==> src/rtl/diff_window_if.sv <==
// Handshake and data bundle between a mismatch source / result consumer and diff_window_counter.
// Carries out_maxrun only when DIFF_WINDOW_RUNLEN_EN is defined.
interface diff_window_if #(
    parameter int CNT_W = 5
);
    logic             start;
    logic             in_valid;
    logic             in_diff;
    logic             busy;
    logic             out_valid;
    logic             out_ready;
    logic [CNT_W-1:0] out_count;
    logic             out_alarm;
    logic             overrun;
`ifdef DIFF_WINDOW_RUNLEN_EN
    logic [CNT_W-1:0] out_maxrun;
`endif

    // Result handshake: a result transfers on a cycle where out_valid & out_ready are both 1;
    // out_valid never drops and the result never changes until that cycle.
    modport master (
        output start, in_valid, in_diff, out_ready,
        input  busy, out_valid, out_count, out_alarm, overrun
`ifdef DIFF_WINDOW_RUNLEN_EN
        , input out_maxrun
`endif
    );

    modport slave (
        input  start, in_valid, in_diff, out_ready,
        output busy, out_valid, out_count, out_alarm, overrun
`ifdef DIFF_WINDOW_RUNLEN_EN
        , output out_maxrun
`endif
    );
endinterface

==> src/rtl/diff_window_counter.sv <==
// Counts mismatch bits over a window of WINDOW valid samples and presents count + threshold alarm.
// Optional longest-run tracking (out_maxrun) is enabled by defining DIFF_WINDOW_RUNLEN_EN.
module diff_window_counter #(
    parameter int WINDOW = 16,
    parameter int CNT_W  = 5,
    parameter int THRESH = 4
) (
    input  logic             clk,
    input  logic             areset,
    diff_window_if.slave     bus,
    output logic [1:0]       dbg_state
);
    typedef enum logic [1:0] {
        S_IDLE  = 2'd0,
        S_ACCUM = 2'd1,
        S_HOLD  = 2'd2
    } state_t;

    localparam logic [CNT_W-1:0] LAST = CNT_W'(WINDOW);

    state_t           state_q, state_d;
    logic [CNT_W-1:0] samp_q, samp_d;
    logic [CNT_W-1:0] miss_q, miss_d;
    logic [CNT_W-1:0] count_q, count_d;
    logic             alarm_q, alarm_d;
    logic             overrun_q, overrun_d;
    logic [CNT_W-1:0] samp_inc, miss_inc;
    logic             hit;

    assign samp_inc = samp_q + CNT_W'(1);
    assign miss_inc = miss_q + CNT_W'(bus.in_diff);
    assign hit      = (32'(miss_inc) >= THRESH);

`ifdef DIFF_WINDOW_RUNLEN_EN
    logic [CNT_W-1:0] run_q, run_d;
    logic [CNT_W-1:0] max_q, max_d;
    logic [CNT_W-1:0] maxout_q, maxout_d;
    logic [CNT_W-1:0] run_inc, max_new;

    // Gap cycles never reach this logic, so they neither extend nor break a run.
    assign run_inc = bus.in_diff ? (run_q + CNT_W'(1)) : '0;
    assign max_new = (run_inc > max_q) ? run_inc : max_q;
`endif

    always_comb begin
        state_d   = state_q;
        samp_d    = samp_q;
        miss_d    = miss_q;
        count_d   = count_q;
        alarm_d   = alarm_q;
        overrun_d = overrun_q;
`ifdef DIFF_WINDOW_RUNLEN_EN
        run_d     = run_q;
        max_d     = max_q;
        maxout_d  = maxout_q;
`endif
        case (state_q)
            S_IDLE: begin
                if (bus.start) begin
                    state_d   = S_ACCUM;
                    samp_d    = '0;
                    miss_d    = '0;
                    overrun_d = 1'b0;
`ifdef DIFF_WINDOW_RUNLEN_EN
                    run_d     = '0;
                    max_d     = '0;
`endif
                end
            end
            S_ACCUM: begin
                if (bus.in_valid) begin
                    samp_d = samp_inc;
                    miss_d = miss_inc;
`ifdef DIFF_WINDOW_RUNLEN_EN
                    run_d  = run_inc;
                    max_d  = max_new;
`endif
                    if (samp_inc == LAST) begin
                        state_d  = S_HOLD;
                        count_d  = miss_inc;
                        alarm_d  = hit;
`ifdef DIFF_WINDOW_RUNLEN_EN
                        maxout_d = max_new;
`endif
                    end
                end
            end
            S_HOLD: begin
                if (bus.in_valid) overrun_d = 1'b1;
                if (bus.out_ready) begin
                    if (bus.start) begin
                        // Accepting a start wins over an overrun raised on the same cycle.
                        state_d   = S_ACCUM;
                        samp_d    = '0;
                        miss_d    = '0;
                        overrun_d = 1'b0;
`ifdef DIFF_WINDOW_RUNLEN_EN
                        run_d     = '0;
                        max_d     = '0;
`endif
                    end else begin
                        state_d = S_IDLE;
                    end
                end
            end
            default: state_d = S_IDLE;
        endcase
    end

    always_ff @(posedge clk or posedge areset) begin
        if (areset) begin
            state_q   <= S_IDLE;
            samp_q    <= '0;
            miss_q    <= '0;
            count_q   <= '0;
            alarm_q   <= 1'b0;
            overrun_q <= 1'b0;
`ifdef DIFF_WINDOW_RUNLEN_EN
            run_q     <= '0;
            max_q     <= '0;
            maxout_q  <= '0;
`endif
        end else begin
            state_q   <= state_d;
            samp_q    <= samp_d;
            miss_q    <= miss_d;
            count_q   <= count_d;
            alarm_q   <= alarm_d;
            overrun_q <= overrun_d;
`ifdef DIFF_WINDOW_RUNLEN_EN
            run_q     <= run_d;
            max_q     <= max_d;
            maxout_q  <= maxout_d;
`endif
        end
    end

    assign bus.busy      = (state_q == S_ACCUM);
    assign bus.out_valid = (state_q == S_HOLD);
    assign bus.out_count = count_q;
    assign bus.out_alarm = (state_q == S_HOLD) & alarm_q;
    assign bus.overrun   = overrun_q;
`ifdef DIFF_WINDOW_RUNLEN_EN
    assign bus.out_maxrun = maxout_q;
`endif
    assign dbg_state     = state_q;
endmodule

==> src/flat_wrapper.sv <==
// flat-port wrapper written by rule: the top's interface ports become plain ports
module diff_window_counter_flat 
#(
    parameter int WINDOW = 16,
    parameter int CNT_W  = 5,
    parameter int THRESH = 4
)
  (clk, areset, dbg_state, bus_start, bus_in_valid, bus_in_diff, bus_out_ready, bus_busy, bus_out_valid, bus_out_count, bus_out_alarm, bus_overrun);
  diff_window_if #(.CNT_W(CNT_W)) bus_i ();
  input  logic clk;
  input  logic areset;
  output logic [1:0] dbg_state;
  input wire logic [$bits(bus_i.start)-1:0] bus_start;
  input wire logic [$bits(bus_i.in_valid)-1:0] bus_in_valid;
  input wire logic [$bits(bus_i.in_diff)-1:0] bus_in_diff;
  input wire logic [$bits(bus_i.out_ready)-1:0] bus_out_ready;
  output wire logic [$bits(bus_i.busy)-1:0] bus_busy;
  output wire logic [$bits(bus_i.out_valid)-1:0] bus_out_valid;
  output wire logic [$bits(bus_i.out_count)-1:0] bus_out_count;
  output wire logic [$bits(bus_i.out_alarm)-1:0] bus_out_alarm;
  output wire logic [$bits(bus_i.overrun)-1:0] bus_overrun;
  assign bus_i.start = bus_start;
  assign bus_i.in_valid = bus_in_valid;
  assign bus_i.in_diff = bus_in_diff;
  assign bus_i.out_ready = bus_out_ready;
  assign bus_busy = bus_i.busy;
  assign bus_out_valid = bus_i.out_valid;
  assign bus_out_count = bus_i.out_count;
  assign bus_out_alarm = bus_i.out_alarm;
  assign bus_overrun = bus_i.overrun;
  diff_window_counter #(.WINDOW(WINDOW), .CNT_W(CNT_W), .THRESH(THRESH)) u_core (.clk(clk), .areset(areset), .bus(bus_i), .dbg_state(dbg_state));
endmodule
==> config.mk <==
export PLATFORM = sky130hd
export DESIGN_NAME = diff_window_counter_flat
export DESIGN_NICKNAME = d
export VERILOG_FILES = /design/src/rtl/diff_window_if.sv /design/src/rtl/diff_window_counter.sv /design/src/flat_wrapper.sv
export SDC_FILE = /design/constraint.sdc
export NUM_CORES = 1
export LEC_CHECK = 0
export ABC_CLOCK_PERIOD_IN_PS = 4800
export CORE_MARGIN = 2
export CORE_UTILIZATION = 60
export DETAILED_ROUTE_END_ITERATION = 8
export DONT_BUFFER_PORTS = 1
export PLACE_DENSITY = 0.85
export RECOVER_POWER = 100
export SYNTH_ARGS = -nofsm -noshare
export SYNTH_HDL_FRONTEND = slang
export SYNTH_SLANG_ARGS = --single-unit
==> constraint.sdc <==
create_clock -name clk -period 4.8 [get_ports clk]
set_input_delay 0.96 -clock clk [delete_from_list [all_inputs] [get_ports clk]]
set_output_delay 0.96 -clock clk [all_outputs]
set_load 0.01 [all_outputs]
Yosys cells after proc, flatten, opt, wreduce, memory -nomap -nowiden. Index checks and enable logic that the tools add are counted.

Flip-flop bits (word level): 19. Input bits: 6. Word-level logic and storage cells: 43.

Add/subtract/negate cells: 2. Magnitude comparators: 1. Equality and inequality tests: 7. Mux-type cells: 19. Bitwise gates (word level): 1. Reductions and logical operators: 7.

Operator list (number): 2-to-1 mux 5 bit (6); one-hot mux 5 bit (3 select lines) (2); 2-to-1 mux 2 bit (4); != test 2 bit, second input constant (3); one-hot mux 2 bit (3 select lines) (1); AND reduction 3 bit (2); adder 5 x 1 -> 5 bit (1); adder 5 x 1 -> 5 bit, second input constant (1); equality test 5 bit, second input constant (1); greater-or-equal comparator 5 x 3 -> 1 bit, second input constant (1); 2-to-1 mux 1 bit (5); AND reduction 4 bit (1); nonzero test 3 bit (1); equality test 2 x 1 -> 1 bit, second input constant (1); equality test 2 bit, second input constant (1); zero test 2 bit (1); != test 2 x 1 -> 1 bit, second input constant (1); one-hot mux 1 bit (2 select lines) (1); AND reduction 2 bit (1); nonzero test 2 bit (1); AND 1 bit (1).

Depth between registers and ports, before layout. Gate-level depths: netlist (run 1).

Depth after elaboration: 5. Gate-level depth with buffers: 6. Mapped depth without buffers: 5.

Worst setup path after synthesis (run 1). No wires, ideal clock.

Kind: input to register. Start: input port bus_in_diff. End: register u_core.alarm_q. Setup time: 0.125 ns. Arrival: 1.910 ns. Path slack: 2.765 ns. Stages: 5. Cell sequence: ha_1 > ha_1 > nor4_1 > a31oi_1 > mux2_2.

Word-level cells in the longest chain between the ends: 2.

Ends and longest elaborated chain: from (decl) (RTL line flat_wrapper.sv:15) `input wire logic [$bits(bus_i.in_diff)-1:0] bus_in_diff;`; adder 5 x 1 -> 5 bit (RTL line diff_window_counter.sv:31) `assign miss_inc = miss_q + CNT_W'(bus.in_diff);`; greater-or-equal comparator 5 x 3 -> 1 bit (RTL line diff_window_counter.sv:32) `assign hit = (32'(miss_inc) >= THRESH);`; to (signal assigned) (RTL line diff_window_counter.sv:128) `alarm_q <= alarm_d;`; to (decl) (RTL line diff_window_counter.sv:25) `logic alarm_q, alarm_d;`.

No other way between the ends. A chain may end at the register's enable or synchronous reset.

Final worst setup path (run 1).
Start: register u_core.state_q[0], in the netlist u_core.dbg_state[0]. End: output port bus_out_alarm.

Word-level cells in the longest chain between the ends: 2.

Ends and longest elaborated chain: from (decl) (RTL line diff_window_counter.sv:21) `state_t state_q, state_d;`; from (signal assigned) (RTL line diff_window_counter.sv:124) `state_q <= state_d;`; equality test 2 bit; via bus_out_valid (RTL line flat_wrapper.sv:18) `output wire logic [$bits(bus_i.out_valid)-1:0] bus_out_valid;`; AND 1 bit (RTL line diff_window_counter.sv:141) `assign bus.out_alarm = (state_q == S_HOLD) & alarm_q;`; to (decl) (RTL line flat_wrapper.sv:20) `output wire logic [$bits(bus_i.out_alarm)-1:0] bus_out_alarm;`.

The timed path passes the listed nets, and every way through them passes these cells.

==> results.txt, run 1 <==
top cell type's share of synthesized area -> 49.61%
Final setup viols -> 0
Reg-to-Reg Start -> u_core.dbg_state[1]
cell row count -> 14
register area -> 475.5 sq um
IO Count -> 17
ANT cells -> 0
core region area -> 1506 sq um
Crit. End Element -> output pin
Crit path required time -> 3.84 ns
final hold violations -> 0
FF+latch count, synth -> 19
largest net degree at the start of global routing -> 20
TritonCTS Buffers -> 3
most used routing layer -> met2
M2 GR Usage -> 31.76%
Detailed Place HPWL -> 1.287 mm
min-delay worst type -> register to register
reg2reg path depth -> 3
GRT overflow -> 0
slew at the pin closest to its max-slew limit -> 1.134 ns
Post-CTS Hold Buffers -> 0
later-pin clock latency in the skew report -> 0.29 ns
Horiz. Die Dim -> 43.97 um
DRT antenna net count -> 0
total iterations of the first detailed-routing run -> 6
synthesized cell area -> 958.4 sq um
DR vias -> 678
hold path start -> u_core.miss_q[0]
register clock-pin slew on the reported worst setup and hold paths -> 0.11 ns
footprint of the multi-input gates -> 439.2 sq um
sequential share of the synthesized area -> 49.61%
Synth area leader -> dfrtp_1
Synth cell types -> 32
Worst VDD drop -> 0.2698 mV
status -> finished clean
Top FF cell, synth -> dfrtp_1
GRT Resource Usage Total -> 21.02%
top-count cell post-synth -> dfrtp_1
met3 usage -> 4.167%
Area Overhead vs Synth -> 2.350%
nets -> 101
period utilisation layout -> 49.37%
Tmin final -> 2.370 ns
met1 GRT Util -> 31.22%
top area cells in the synthesized netlist -> dfrtp_1, mux2_2, o21ai_0
ys async rst share -> 100.0%
R2R Path End -> u_core.bus.out_count[2]
htree depth -> 1
# port buffers -> 0
Crit path max-delay family -> simple AND/OR/NAND/NOR gates
clock sinks -> 19
syn avg cell area -> 10.65 sq um
RSZ-0062 raised after global routing -> no
WL/cell -> 15.97 um
skew final -> 0.002746 ns
Fmax -> 422.0 MHz
critical-path cell list -> nor2b_1 -> and2_0
CTS tree -> built
Pleak -> 0.4654 nW
crit path max fanout -> 6
hold path cells -> 1
clock buffer depth -> 2
first-pass GRT wire length -> 2.939 mm
post-CTS setup buffer count -> 0
crit path kind -> register to output pin
Post-synth EDFFs -> 0
power per cell area -> 444.2 nW/um^2
Die Ht -> 43.97 um
number of fill cells -> 130
post-layout util -> 65.12%
number of global-route vias before repair -> 645
Synth Net Count -> 99
CP Launch Type -> register
Post-Synthesis Cells -> 90
warnings from Yosys -> 0
MaxCap Viol Count -> 0
mean number of vias per cell -> 6.336
r2r setup slk -> 2.54 ns
WL final -> 1.709 mm
Buf+Inv Stages, Crit Path -> 0
CP max stage delay -> 0.48 ns
Initial Util -> 63.62%
Slew headroom -> 23.79%
clock root buffer -> clkbuf_4
layout cell share with drive strength beyond 1 -> 13.19%
Max Slew Vio Count -> 0
hold path endpoint -> u_core.miss_q[0]
DRC violations left -> 0
Worst EP arrival -> 1.41 ns
detailed router's first-iteration violation count -> 13
top cells by count, synth -> dfrtp_1, o21ai_0, nand2_1, inv_1, mux2_2
initial antenna violation count -> 0
slowest CP cell -> dfrtp_1
die area -> 1933 sq um
CTS resizes -> 0
Final GP Congestion -> 0.7733
setup TNS -> 0 ns
-- layout by cell type, fill, tap and decap left out, types with 3 or more instances in the layout --
master and instances:
dfrtp_1 19, o21ai_0 11, nand2_1 6, inv_1 5, mux2_2 5, a31oi_1 4, nand3_1 4, a22o_1 3
xor2_1 3, ha_1 3, clkbuf_4 3
-- cell families (layout without fill, tap and decap cells) --
group	Yosys count	in the layout	synth area share, %
buf+inv	8	9	3.393
mux	6	6	6.919
compound gates	24	24	15.67
fa+ha+maj	3	3	3.917
xor+xnor	4	4	3.656
flops	19	19	49.61
simple gates	26	26	16.84
-- per-layer routing --
metal / share of wire, % / routed length [um]
met5: 0 / 0
met4: 0.76 / 13
met3: 5.2 / 89
met1: 48 / 814
met2: 46 / 792
-- power breakdown --
| group | internal, mW | leakage [nW] | switching (mW) |
|---|---|---|---|
| Sequential | 0.195 | 0.246 | 0.0484 |
| Combinational | 0.0535 | 0.202 | 0.0603 |
| Clock | 0.0310 | 0.0177 | 0.0475 |
| Total | 0.280 | 0.465 | 0.156 |
-- layout make-up --
class	count	area share (%)
sequential	19	48.47
multi-input combinational	63	44.77
clock buffer	3	2.296
tap	16	2.041
inverter	5	1.913
clock inverter	1	0.5102
-- registers in the layout, summed over array words and instances (netlist names) --
name	cells
u_core.miss_q	5
u_core.dbg_state	2
u_core.alarm_q	1
u_core.bus.out_count	5
u_core.samp_q	5
u_core.bus.overrun	1
-- worst max path at each step --
stage,start,to,slack (ns),cells after the start
6_report,u_core.dbg_state[0],bus_out_alarm,2.43,2
4_1_cts,u_core.dbg_state[1],bus_out_alarm,2.45,2
3_5_place_dp,bus_in_valid,u_core.miss_q[3],2.63,4
5_1_grt,u_core.dbg_state[0],bus_out_alarm,2.39,2
2_1_floorplan,bus_in_diff,u_core.alarm_q,2.77,5
3_3_place_gp,bus_in_valid,u_core.miss_q[3],2.69,4
-- stage by stage --
stage          hold slack [ns]  worst slack (ns)  power (mW)  instance area, sq um  instances
6_report                0.5211             2.430      0.4358                 980.9        107
5_1_grt                 0.5527             2.391      0.4719                 980.9        107
4_1_cts                 0.5260             2.453      0.4417                 992.2        107
3_5_place_dp            0.5020             2.635      0.3631                 964.7        103
3_3_place_gp            0.5056             2.688      0.3559                 964.7        103
2_1_floorplan           0.4698             2.765      0.3325                 958.4         90
Power figures use the tool's default switching activity.
==> inputs of run 2 (changes only) <==
- ABC_CLOCK_PERIOD_IN_PS: 4800 -> 1900
- CORE_UTILIZATION: 60 -> 54
- PLACE_DENSITY: 0.85 -> 0.81
- clock period: 4.8 -> 1.9 ns (I/O delays scaled with it)
==> run 2 against run 1 <==
Compared with the run above:
- first-iteration DRC count increased by 15%
- worst setup slack got worse by 2.3 ns
- non-clock buffer count increased by 2
- sequential cell count unchanged
- sequential share of layout area decreased by 1.1 points
- critical path type is now register to register
==> results.txt, run 2 (same netlist as run 1, synthesis figures left out) <==
layout cell share with drive strength beyond 1 -> 13.98% (was 13.19%)
crit path kind -> register to register (was register to output pin)
clock buffer depth -> 2 (unchanged)
sw frac -> 36.36% (was 35.85%)
clock root buffer -> clkbuf_4 (unchanged)
Worst VDD drop -> 0.5053 mV (was 0.2698 mV)
min-delay worst type -> input port to asynchronous set/reset pin (was register to register)
Crit. End Element -> register (was output pin)
CP max stage delay -> 0.47 ns (was 0.48 ns)
IO Count -> 17 (unchanged)
core region area -> 1689 sq um (was 1506 sq um)
CP Launch Type -> register (unchanged)
htree depth -> 1 (unchanged)
Slew headroom -> 53.50% (was 23.79%)
RSZ-0062 raised after global routing -> no (unchanged)
ANT cells -> 0 (unchanged)
CTS resizes -> 0 (unchanged)
initial antenna violation count -> 0 (unchanged)
later-pin clock latency in the skew report -> 0.30 ns (was 0.29 ns)
first-pass GRT wire length -> 3.132 mm (was 2.939 mm)
register clock-pin slew on the reported worst setup and hold paths -> 0.11 ns (about the same)
setup TNS -> 0 ns (unchanged)
power per cell area -> 1119 nW/um^2 (was 444.2 nW/um^2)
Pleak -> 0.4769 nW (was 0.4654 nW)
TritonCTS Buffers -> 3 (unchanged)
Final GP Congestion -> 0.7656 (was 0.7733)
skew final -> 0.01227 ns (was 0.002746 ns)
Area Overhead vs Synth -> 4.700% (was 2.350%)
die area -> 2128 sq um (was 1933 sq um)
WL final -> 1.867 mm (was 1.709 mm)
Worst EP arrival -> 1.92 ns (was 1.41 ns)
slew at the pin closest to its max-slew limit -> 0.6967 ns (was 1.134 ns)
cell row count -> 15 (was 14)
r2r setup slk -> 0.17 ns (was 2.54 ns)
most frequent cells in the layout -> dfrtp_1, o21ai_0, nand2_1 (unchanged)
Tmin final -> 1.734 ns
mean number of vias per cell -> 6.455 (was 6.336)
Post-CTS Hold Buffers -> 0 (unchanged)
status -> finished clean (unchanged)
Reg-to-Reg Start -> u_core.dbg_state[1] (unchanged)
GRT overflow -> 0 (unchanged)
post-CTS setup buffer count -> 0 (unchanged)
DRC violations left -> 0 (unchanged)
MaxCap Viol Count -> 0 (unchanged)
Clock Power Share -> 18.2% (was 18.0%)
Crit path required time -> 2.09 ns (was 3.84 ns)
worst hold slack -> 0.05802 ns (was 0.5211 ns)
crit path max fanout -> 7 (was 6)
post-layout util -> 59.41% (was 65.12%)
GRT Resource Usage Total -> 21.35% (was 21.02%)
Detailed Place HPWL -> 1.395 mm (was 1.287 mm)
Sequential Power Share -> 55.1% (was 55.9%)
NetSw -> 0.4083 mW (was 0.1562 mW)
nets -> 103 (was 101)
detailed router's first-iteration violation count -> 15 (was 13)
period utilisation layout -> 91.24%
Die Ht -> 46.13 um (was 43.97 um)
largest net degree at the start of global routing -> 20 (unchanged)
CTS tree -> built (unchanged)
reg2reg path depth -> 3 (unchanged)
critical-path cell list -> nand3b_2 -> nor3_4 -> mux2_2 (was nor2b_1 -> and2_0)
DRT antenna net count -> 0 (unchanged)
Int Pwr -> 0.7147 mW (was 0.2796 mW)
Initial Util -> 56.74% (was 63.62%)
Fmax -> 576.8 MHz
combinational share of power -> 26.8% (was 26.1%)
final hold violations -> 0 (unchanged)
Max Slew Vio Count -> 0 (unchanged)
# port buffers -> 0 (unchanged)
Design Power -> 1.123 mW (was 0.4358 mW)
R2R Path End -> u_core.bus.out_count[0] (was u_core.bus.out_count[2])
Horiz. Die Dim -> 46.13 um (was 43.97 um)
total iterations of the first detailed-routing run -> 4 (was 6)
Final setup viols -> 0 (unchanged)
clock sinks -> 19 (unchanged)
WL/cell -> 16.97 um (was 15.97 um)
number of global-route vias before repair -> 708 (was 645)
DR vias -> 710 (was 678)
slowest CP cell -> dfrtp_1 (unchanged)
commonest non-fill, non-tap cell in the layout -> dfrtp_1 (unchanged)
[run 2: cell count changes in the layout (fill, tap and decap cells not counted), sizes merged]
cell	before	now
clkbuf	3	5
buf	0	1
clkinv	1	0
[run 2: metrics by stage]
stage / worst slack (ns) / cell area, sq um / cells
2_1_floorplan: 0.3639 / 958.4 / 90
3_3_place_gp: 0.2103 / 980.9 / 106
3_5_place_dp: 0.1676 / 980.9 / 106
4_1_cts: 0.1499 / 1007 / 110
5_1_grt: 0.06637 / 1003 / 110
6_report: 0.1664 / 1003 / 110
[run 2: per-layer routing]
metal,global-route usage (%),vias up,wire length (um)
met4,9.143,0,33
met3,4.706,5,72
met1,27.06,354,801
met5,0,-,0
li1,-,332,-
met2,35.00,19,960
[run 2: cell type report]
cell class	instances	area (sq um)
fill	144	685.7
timing repair buffer	2	11.26
inverter	5	18.77
multi-input combinational	63	450.4
clock buffer	4	26.28
tap	17	21.27
sequential	19	475.5
[run 2: worst max-delay path by stage]
stage                                    from                 endpoint  slack (ns)  depth (start not counted)
after floorplan           u_core.dbg_state[1]           u_core.alarm_q        0.36                          3
after global placement    u_core.dbg_state[1]  u_core.bus.out_count[1]        0.21                          3
after CTS                 u_core.dbg_state[1]  u_core.bus.out_count[0]        0.15                          3
final                     u_core.dbg_state[1]  u_core.bus.out_count[0]        0.17                          3
after detailed placement  u_core.dbg_state[1]  u_core.bus.out_count[0]        0.17                          3
after global routing         u_core.samp_q[1]  u_core.bus.out_count[3]        0.07                          4
[run 2: power by group through the flow]
stage / combinational (mW) / sequential, mW / clock [mW]
finish: 0.301 / 0.618 / 0.204
global route: 0.345 / 0.630 / 0.220
CTS: 0.304 / 0.615 / 0.205
detailed placement: 0.302 / 0.624 / 0
global placement: 0.284 / 0.613 / 0
floorplan: 0.250 / 0.589 / 0
[run 2: worst max-delay path: cells and delay by family (launching register included)]
family / cells / cell delay, ns
DFF: 1 / 0.47
muxes: 1 / 0.38
and+or+nand+nor: 2 / 0.78
